--- src/rtl/aes_byte_serializer.sv ---
// Double-buffered serializer: 128-bit cipher blocks in, MSB-first bytes out.
// Optional macro BYTE_COUNT_EN adds a free-running 32-bit byte_count output.
module aes_byte_serializer #(
  parameter int BLOCK_W = 128,
  parameter int BYTE_W  = 8
) (
  input  logic               clk,
  input  logic               rst_n,
  input  logic               blk_valid,
  output logic               blk_ready,
  input  logic [BLOCK_W-1:0] blk_data,
  output logic               byte_valid,
  input  logic               byte_ready,
  output logic [BYTE_W-1:0]  byte_data,
  output logic               byte_last,
  output logic               busy
`ifdef BYTE_COUNT_EN
  ,
  output logic [31:0]        byte_count
`endif
);

  localparam int NBYTES = BLOCK_W / BYTE_W;
  localparam int IDX_W  = (NBYTES > 1) ? $clog2(NBYTES) : 1;
  localparam logic [IDX_W-1:0] LAST_IDX = IDX_W'(NBYTES - 1);

  typedef enum logic {IDLE, SHIFT} state_t;

  state_t             state, state_next;
  logic [BLOCK_W-1:0] active, active_next;
  logic [BLOCK_W-1:0] pending, pending_next;
  logic [IDX_W-1:0]   idx, idx_next;
  logic               pending_full, pending_full_next;
  logic               blk_accept;
  logic               byte_hs;

  assign blk_accept = blk_valid && blk_ready;
  assign byte_hs    = (state == SHIFT) && byte_ready;

  always_ff @(posedge clk) begin
    if (!rst_n) begin
      state        <= IDLE;
      active       <= '0;
      pending      <= '0;
      idx          <= '0;
      pending_full <= 1'b0;
      blk_ready    <= 1'b0;
    end else begin
      state        <= state_next;
      active       <= active_next;
      pending      <= pending_next;
      idx          <= idx_next;
      pending_full <= pending_full_next;
      blk_ready    <= !pending_full_next;
    end
  end

  // A new block skips the pending slot when the last byte leaves with nothing queued.
  always_comb begin
    logic direct_load;
    state_next        = state;
    active_next       = active;
    pending_next      = pending;
    idx_next          = idx;
    pending_full_next = pending_full;
    direct_load       = 1'b0;
    case (state)
      IDLE: begin
        if (blk_accept) begin
          active_next = blk_data;
          idx_next    = '0;
          state_next  = SHIFT;
          direct_load = 1'b1;
        end
      end
      SHIFT: begin
        if (byte_hs) begin
          if (idx != LAST_IDX) begin
            active_next = active << BYTE_W;
            idx_next    = idx + IDX_W'(1);
          end else if (pending_full) begin
            active_next       = pending;
            idx_next          = '0;
            pending_full_next = 1'b0;
          end else if (blk_accept) begin
            active_next = blk_data;
            idx_next    = '0;
            direct_load = 1'b1;
          end else begin
            state_next = IDLE;
          end
        end
      end
      default: state_next = IDLE;
    endcase
    if (blk_accept && !direct_load) begin
      pending_next      = blk_data;
      pending_full_next = 1'b1;
    end
  end

  always_comb begin
    byte_valid = (state == SHIFT);
    byte_data  = (state == SHIFT) ? active[BLOCK_W-1 -: BYTE_W] : '0;
    byte_last  = (state == SHIFT) && (idx == LAST_IDX);
    busy       = (state == SHIFT) || pending_full;
  end

`ifdef BYTE_COUNT_EN
  always_ff @(posedge clk) begin
    if (!rst_n) begin
      byte_count <= '0;
    end else if (byte_hs) begin
      byte_count <= byte_count + 32'd1;
    end
  end
`endif

endmodule

--- config.mk ---
export PLATFORM = sky130hd
export DESIGN_NAME = aes_byte_serializer
export DESIGN_NICKNAME = d
export VERILOG_FILES = /design/src/rtl/aes_byte_serializer.sv
export SDC_FILE = /design/constraint.sdc
export NUM_CORES = 1
export LEC_CHECK = 0
export BUFFER_PORTS_ARGS = -buffer_cell sky130_fd_sc_hd__buf_2
export CELL_PAD_IN_SITES_DETAIL_PLACEMENT = 0
export CELL_PAD_IN_SITES_GLOBAL_PLACEMENT = 1
export CORE_MARGIN = 4
export CORE_UTILIZATION = 24
export DETAILED_ROUTE_END_ITERATION = 7
export PLACE_DENSITY_LB_ADDON = 0.08
export SYNTH_ARGS = -nofsm -noshare
export SYNTH_HDL_FRONTEND = slang
export SYNTH_SLANG_ARGS = --single-unit
--- constraint.sdc ---
create_clock -name clk -period 4.4 [get_ports clk]
set_input_delay 1.32 -clock clk [delete_from_list [all_inputs] [get_ports clk]]
set_output_delay 1.32 -clock clk [all_outputs]
set_load 0.005 [all_outputs]
==> results.ini, run 1 <==
[clocking]
root_buffer = clkbuf_16
holdBufCountCts = 0
clk_pin_slew_ns = 0.05
post-cts-setup-buffers = 0
cts_tree = done
ctsResizeCount = 0
htreeDepth = 2
clkLatencyLatePin_ns = 0.53
cts_num_sinks = 263
numCtsBuffers = 36
cts_buffer_depth = 3

[critical_path]
cp_data_arrival_time_ns = 1.86
critPathLaunchType = flop
worstPathRequired_ns = 3.08
crit_path_end_kind = output port
crit_fanout = 24
path_class = flop to output port

[synth]
syn_nets = 1719
synth_top_area_share_pct = 43.97
synth_xor_area_share_pct = 0
synth_mux_area_share_pct = 0.7524
avgSynthCellArea_um2 = 7.550
synth_fa_ha_area_share_pct = 0.1045
netlist_area_um2 = 11970
yosys_warnings = 0
synth_top_area_cell = dfxtp_1
synth_cell_types = 35
synthSimpleGateAreaFrac_pct = 20.94
ys_ff_latch = 263
synthFlopType = dfxtp_1
yosysSeqAreaShare_pct = 43.97
synth_edf_count = 0
synth_compound_area_share_pct = 28.62
ys_async_sr_fraction_pct = 0
synth_top_family_by_area = compound AO/OA/AOI/OAI gates
netlist_instances = 1586
synth_area_leaders = dfxtp_1, nand2_1, a21o_1

[floorplan]
rows = 81
die_w_um = 231.4
design.core.area_um2 = 49150
io_pins = 144
die_area_um2 = 53530
die_y_um = 231.4
start_util_pct = 24.36

[placed_design]
place_inst = 2277
io_buffer_count = 143
preCtsSetupSlack_ns = 1.317
gp_congestion = 0.7260
dp_hpwl_um = 26030
placed_cell_area_um2 = 13220

[run_status]
status = completed

[worst_hold_path]
hp-class = flop to flop

[drt]
wl_met3_um = 2223
met1_length_um = 22380
via_per_inst = 4.897
top_layer_used = met5
drt_iter0_markers = 735
firstDrtPassIters = 5
met2_length_um = 20080
wire_per_inst_um = 19.55
drc = 0
drt-total-wl_um = 45750
via_count = 11460
final_antenna_net_count = 0

[sta]
maxSlewViolCount = 0
final.min_clock_period_ns = 3.178
holdWs_ns = 0.4526
relSlewSlack_pct = 41.26
tns_ns = 0
period_share_pct = 72.24
fin_ws_ns = 1.222
max_slew.worst_pin.slew_ns = 0.8798
hold_violations = 0
fmax_mhz = 314.6
setup_viol = 0
skew_ns = 0.01265
rsz0062_at_grt = false

[layout]
fillers = 5384
finalInstanceArea_um2 = 14350
drive_gt1_share_pct = 14.09
multi_input_area_um2 = 6075
final_util_pct = 29.19
layout.nets = 1784
final-instance-count-excl-fill = 2340
syn_to_final_growth_pct = 19.82
regArea_um2 = 5265

[power]
peakVddDrop_mv = 0.1908
total_power_mw = 6.245
p_clk_share_pct = 45.5
combPwrFrac_pct = 12.4
intPower_mw = 4.508
p_sw_mw = 1.738
leakage_nw = 4.776
power_density_nw_per_um2 = 435.3
power_frac_seq_pct = 42.2
swShare_pct = 27.82

[global_route]
grtUsageTotal_pct = 16.66
grt_max_degree = 129
grt_pass1_vias = 11080
grt_overflow = 0
grt_pass1_wl_um = 69950
antenna_found_initial = 1

[job]
max-cap-violations = 0

-- cell type report --
type | count | share of cell area [%]
multi-input cells | 1181 | 42.34
flip-flops and latches | 263 | 36.70
clock buffers | 60 | 7.753
repair buffers | 168 | 7.256
well taps | 664 | 5.791
inverters | 1 | 0.07849
clock inverters | 2 | 0.06977
diodes | 1 | 0.01744
-- sequential cells by signal, summed over array words and instances, names as in the netlist --
name	cells
blk_ready	1
pending_full	1
pending	128
active	128
byte_valid	1
idx	4
-- critical path, stage by stage, from the launching register on --
cell,delay [ns]
dfxtp_1,0.89
and2_1,0.30
buf_2,0.13
-- kinds of logic after synthesis --
kind of cell | Yosys count
AND/OR/NAND/NOR | 652
flip-flops | 263
multiplexers | 8
adder cells (fa/ha/maj) | 1
AO/OA/AOI/OAI | 520
buffers and inverters | 142
-- layout by cell type (no fill, tap or decap), types with 11 or more instances in the layout --
master,synthesis,final
a21o_1,122,122
a21oi_1,134,134
a22oi_1,117,117
a31oi_1,118,118
and2_1,13,12
buf_12,0,11
buf_2,57,143
buf_4,16,14
clkbuf_1,64,13
clkbuf_16,0,37
dfxtp_1,263,263
nand2_1,616,615
nor2_1,13,13
-- per-layer routing --
metal	vias to the layer above	track usage (%)
li1	5622	-
met1	5491	23.85
met2	282	25.75
met3	62	3.060
met4	2	4.435
met5	-	0
-- worst paths after layout --
path                             from                        to  slack, ns  depth (start not counted)
max             byte_valid$_SDFF_PN0_                 byte_last       1.22                          2
min          pending[59]$_SDFFE_PN0P_  pending[59]$_SDFFE_PN0P_       0.45                          2
max reg2reg     byte_valid$_SDFF_PN0_   active[48]$_SDFFE_PN0P_       1.85                          5
min reg2reg  pending[59]$_SDFFE_PN0P_  pending[59]$_SDFFE_PN0P_       0.45                          2
-- cells in the mapped netlist (2+ instances only) --
| library cell | instances |
|---|---|
| o21ai_0 | 8 |
| a21o_1 | 122 |
| nand2_1 | 616 |
| buf_2 | 57 |
| a221oi_1 | 8 |
| a22oi_1 | 117 |
| a211oi_1 | 2 |
| and2_1 | 13 |
| o21a_1 | 2 |
| buf_1 | 3 |
| nand3_1 | 2 |
| nor2_1 | 13 |
| a31oi_1 | 118 |
| mux2_2 | 8 |
| a21oi_1 | 134 |
| buf_4 | 16 |
| dfxtp_1 | 263 |
| clkbuf_1 | 64 |
| a222oi_1 | 4 |
-- power groups by stage --
stage	clock network, mW	logic [mW]	registers, mW
3_5_place_dp	0	0.790	2.68
5_1_grt	3.03	0.866	2.65
2_1_floorplan	0	0.509	2.62
4_1_cts	2.94	0.793	2.63
3_3_place_gp	0	0.786	2.68
6_report	2.84	0.772	2.63
(Power assumes the default switching activity.)
==> inputs of run 2 (changes only) <==
--- a/config.mk
+++ b/config.mk
@@ -5,6 +5,7 @@
 export SDC_FILE = /design/constraint.sdc
 export NUM_CORES = 1
 export LEC_CHECK = 0
+export ABC_AREA = 1
 export BUFFER_PORTS_ARGS = -buffer_cell sky130_fd_sc_hd__buf_2
 export CELL_PAD_IN_SITES_DETAIL_PLACEMENT = 0
 export CELL_PAD_IN_SITES_GLOBAL_PLACEMENT = 1
==> constraint.sdc (replaced) <==
create_clock -name clk -period 3.3 [get_ports clk]
set_input_delay 0.99 -clock clk [delete_from_list [all_inputs] [get_ports clk]]
set_output_delay 0.99 -clock clk [all_outputs]
set_load 0.005 [all_outputs]
==> results.ini, run 2 <==
[drt]
drt_iter0_markers = 993  ; was 735
drt-total-wl_um = 65740  ; was 45750 um
drc = 0  ; unchanged
firstDrtPassIters = 6  ; was 5
via_count = 16680  ; was 11460
wire_per_inst_um = 18.81  ; was 19.55 um
via_per_inst = 4.773  ; was 4.897
final_antenna_net_count = 0  ; unchanged

[synth]
synth_compound_area_share_pct = 5.339  ; was 28.62%
synthFlopType = dfxtp_1  ; unchanged
synth_xor_area_share_pct = 0  ; unchanged
synth_top_area_share_pct = 33.89  ; was 43.97%
yosysSeqAreaShare_pct = 33.89  ; was 43.97%
synth_area_leaders = dfxtp_1, nand2_1, nand3_1  ; was dfxtp_1, nand2_1, a21o_1
synthSimpleGateAreaFrac_pct = 49.54  ; was 20.94%
yosysMostFrequentCell = nand2_1  ; unchanged
syn_nets = 2737  ; was 1719
synth_edf_count = 0  ; unchanged
yosys_warnings = 0  ; unchanged
netlist_top_cells_count = nand2_1, nand3_1, dfxtp_1, nor2_1, inv_1  ; was nand2_1, dfxtp_1, a21oi_1, a21o_1, a31oi_1
synth_top_area_cell = dfxtp_1  ; unchanged
avgSynthCellArea_um2 = 5.966  ; was 7.550 um^2
synth_cell_types = 21  ; was 35
ys_ff_latch = 263  ; unchanged
ys_async_sr_fraction_pct = 0  ; unchanged
netlist_instances = 2604  ; was 1586
netlist_area_um2 = 15540  ; was 11970 um^2
synth_fa_ha_area_share_pct = 0.08053  ; was 0.1045%
synth_top_family_by_area = simple AND/OR/NAND/NOR gates  ; was compound AO/OA/AOI/OAI gates
synth_mux_area_share_pct = 0  ; was 0.7524%

[clocking]
ctsResizeCount = 0  ; unchanged
cts_num_sinks = 263  ; unchanged
root_buffer = clkbuf_16  ; unchanged
cts_buffer_depth = 3  ; unchanged
numCtsBuffers = 38  ; was 36
htreeDepth = 2  ; unchanged
post-cts-setup-buffers = 0  ; unchanged
holdBufCountCts = 0  ; unchanged
clk_pin_slew_ns = 0.06  ; was 0.05 ns
cts_tree = done  ; unchanged
clkLatencyLatePin_ns = 0.55  ; was 0.53 ns

[floorplan]
start_util_pct = 24.19  ; was 24.36%
die_w_um = 262.4  ; was 231.4 um
design.core.area_um2 = 64230  ; was 49150 um^2
die_area_um2 = 68870  ; was 53530 um^2
die_y_um = 262.4  ; was 231.4 um
rows = 93  ; was 81
io_pins = 144  ; unchanged

[global_route]
grtUsageTotal_pct = 18.53  ; was 16.66%
antenna_found_initial = 1  ; unchanged
grt_pass1_wl_um = 101900  ; was 69950 um
grt_max_degree = 164  ; was 129
grt_pass1_vias = 16540  ; was 11080
grt_overflow = 0  ; unchanged

[power]
power_density_nw_per_um2 = 464.1  ; was 435.3 nW/um^2
peakVddDrop_mv = 0.2814  ; was 0.1908 mV
combPwrFrac_pct = 12.8  ; was 12.4%
power_frac_seq_pct = 40.7  ; was 42.2%
leakage_nw = 8.434  ; was 4.776 nW
intPower_mw = 5.894  ; was 4.508 mW
swShare_pct = 29.56  ; was 27.82%
p_sw_mw = 2.473  ; was 1.738 mW
p_clk_share_pct = 46.5  ; was 45.5%

[layout]
layout_common_cells = nand2_1, nand3_1, dfxtp_1  ; was nand2_1, dfxtp_1, buf_2
layout.nets = 2751  ; was 1784
final_common_cell = nand2_1  ; unchanged
reg_top3 = active x128, pending x128, idx x4  ; unchanged
finalInstanceArea_um2 = 18030  ; was 14350 um^2
syn_to_final_growth_pct = 16.05  ; was 19.82%
drive_gt1_share_pct = 9.773  ; was 14.09%
diodes = 0  ; was 1
final_util_pct = 28.07  ; was 29.19%
fillers = 7269  ; was 5384

[placed_design]
placed_cell_area_um2 = 16910  ; was 13220 um^2
io_buffer_count = 143  ; unchanged
gp_congestion = 0.7414  ; was 0.7260
preCtsSetupSlack_ns = 0.5791  ; was 1.317 ns
dp_hpwl_um = 36580  ; was 26030 um

[critical_path]
worstPathRequired_ns = 2.31  ; was 3.08 ns
crit_fanout = 15  ; was 24
crit_path_end_kind = output port  ; unchanged
cp_data_arrival_time_ns = 1.73  ; was 1.86 ns
crit_slowest_cell = dfxtp_4  ; was dfxtp_1
critPathLaunchType = flop  ; unchanged
path_class = flop to output port  ; unchanged
crit_chain = inv_2, nand2_1, buf_2  ; was and2_1, buf_2
max_stage_delay_ns = 0.43  ; was 0.89 ns

[sta]
hold_violations = 0  ; unchanged
setup_viol = 0  ; unchanged
fin_ws_ns = 0.5789  ; was 1.222 ns
max_slew.worst_pin.slew_ns = 0.9150  ; was 0.8798 ns
holdWs_ns = 0.4603  ; was 0.4526 ns
maxSlewViolCount = 0  ; unchanged
period_share_pct = 82.46
skew_ns = 0.02194  ; was 0.01265 ns
relSlewSlack_pct = 39.00  ; was 41.26%
rsz0062_at_grt = false  ; unchanged
tns_ns = 0  ; unchanged
final.min_clock_period_ns = 2.721
fmax_mhz = 367.5

[run_status]
status = completed  ; unchanged

[job]
max-cap-violations = 0  ; unchanged

[worst_hold_path]
hp-class = flop to flop  ; unchanged

run 2: logic make-up after synthesis:
family,after synthesis
compound gates,165
fa+ha+maj,1
buf+inv,405
flops,263
simple gates,1770
run 2: cell type report:
class / count / area [um^2] / share of cell area (%)
multi-input combinational: 1936 / 8577 / 47.57
sequential: 263 / 5274 / 29.25
timing repair buffer: 191 / 1269 / 7.037
clock buffer: 57 / 1094 / 6.065
tap: 855 / 1070 / 5.933
inverter: 188 / 718.2 / 3.983
clock inverter: 5 / 28.78 / 0.1596
run 2: worst max-delay path: cells and delay by family (launching register included):
family / cells / cell delay (ns)
DFF: 1 / 0.43
and+or+nand+nor: 1 / 0.22
buffers and inverters: 2 / 0.52
run 2: path summary, 6_finish.rpt:
check | start | endpoint | slack, ns | cells past startpoint
max reg2reg | byte_valid$_SDFF_PN0_ | active[3]$_SDFFE_PN0P_ | 1.06 | 7
min reg2reg | pending[54]$_SDFFE_PN0P_ | pending[54]$_SDFFE_PN0P_ | 0.46 | 2
max | byte_valid$_SDFF_PN0_ | busy | 0.58 | 3
min | pending[54]$_SDFFE_PN0P_ | pending[54]$_SDFFE_PN0P_ | 0.46 | 2
run 2: power by group through the flow:
stage                     clock, mW  combinational (mW)  sequential, mW
after floorplan                   0               0.667            3.43
after global placement            0                1.08            3.48
after detailed placement          0                1.08            3.48
after CTS                      4.07                1.09            3.41
after global routing           4.16                1.21            3.42
final                          3.89                1.07            3.41
run 2: metal layers:
metal | vias to the layer above | wire [um] | track usage, %
li1 | 8347 | - | -
met1 | 7904 | 31110 | 25.15
met2 | 362 | 30940 | 31.56
met3 | 68 | 2648 | 2.696
met4 | 0 | 1044 | 3.535
met5 | - | 0 | 0
run 2: through the flow:
step           instances  power, mW
2_1_floorplan       2604      4.093
3_5_place_dp        3433      4.560
3_3_place_gp        3433      4.558
5_1_grt             3495      8.793
6_report            3495      8.368
4_1_cts             3495      8.562
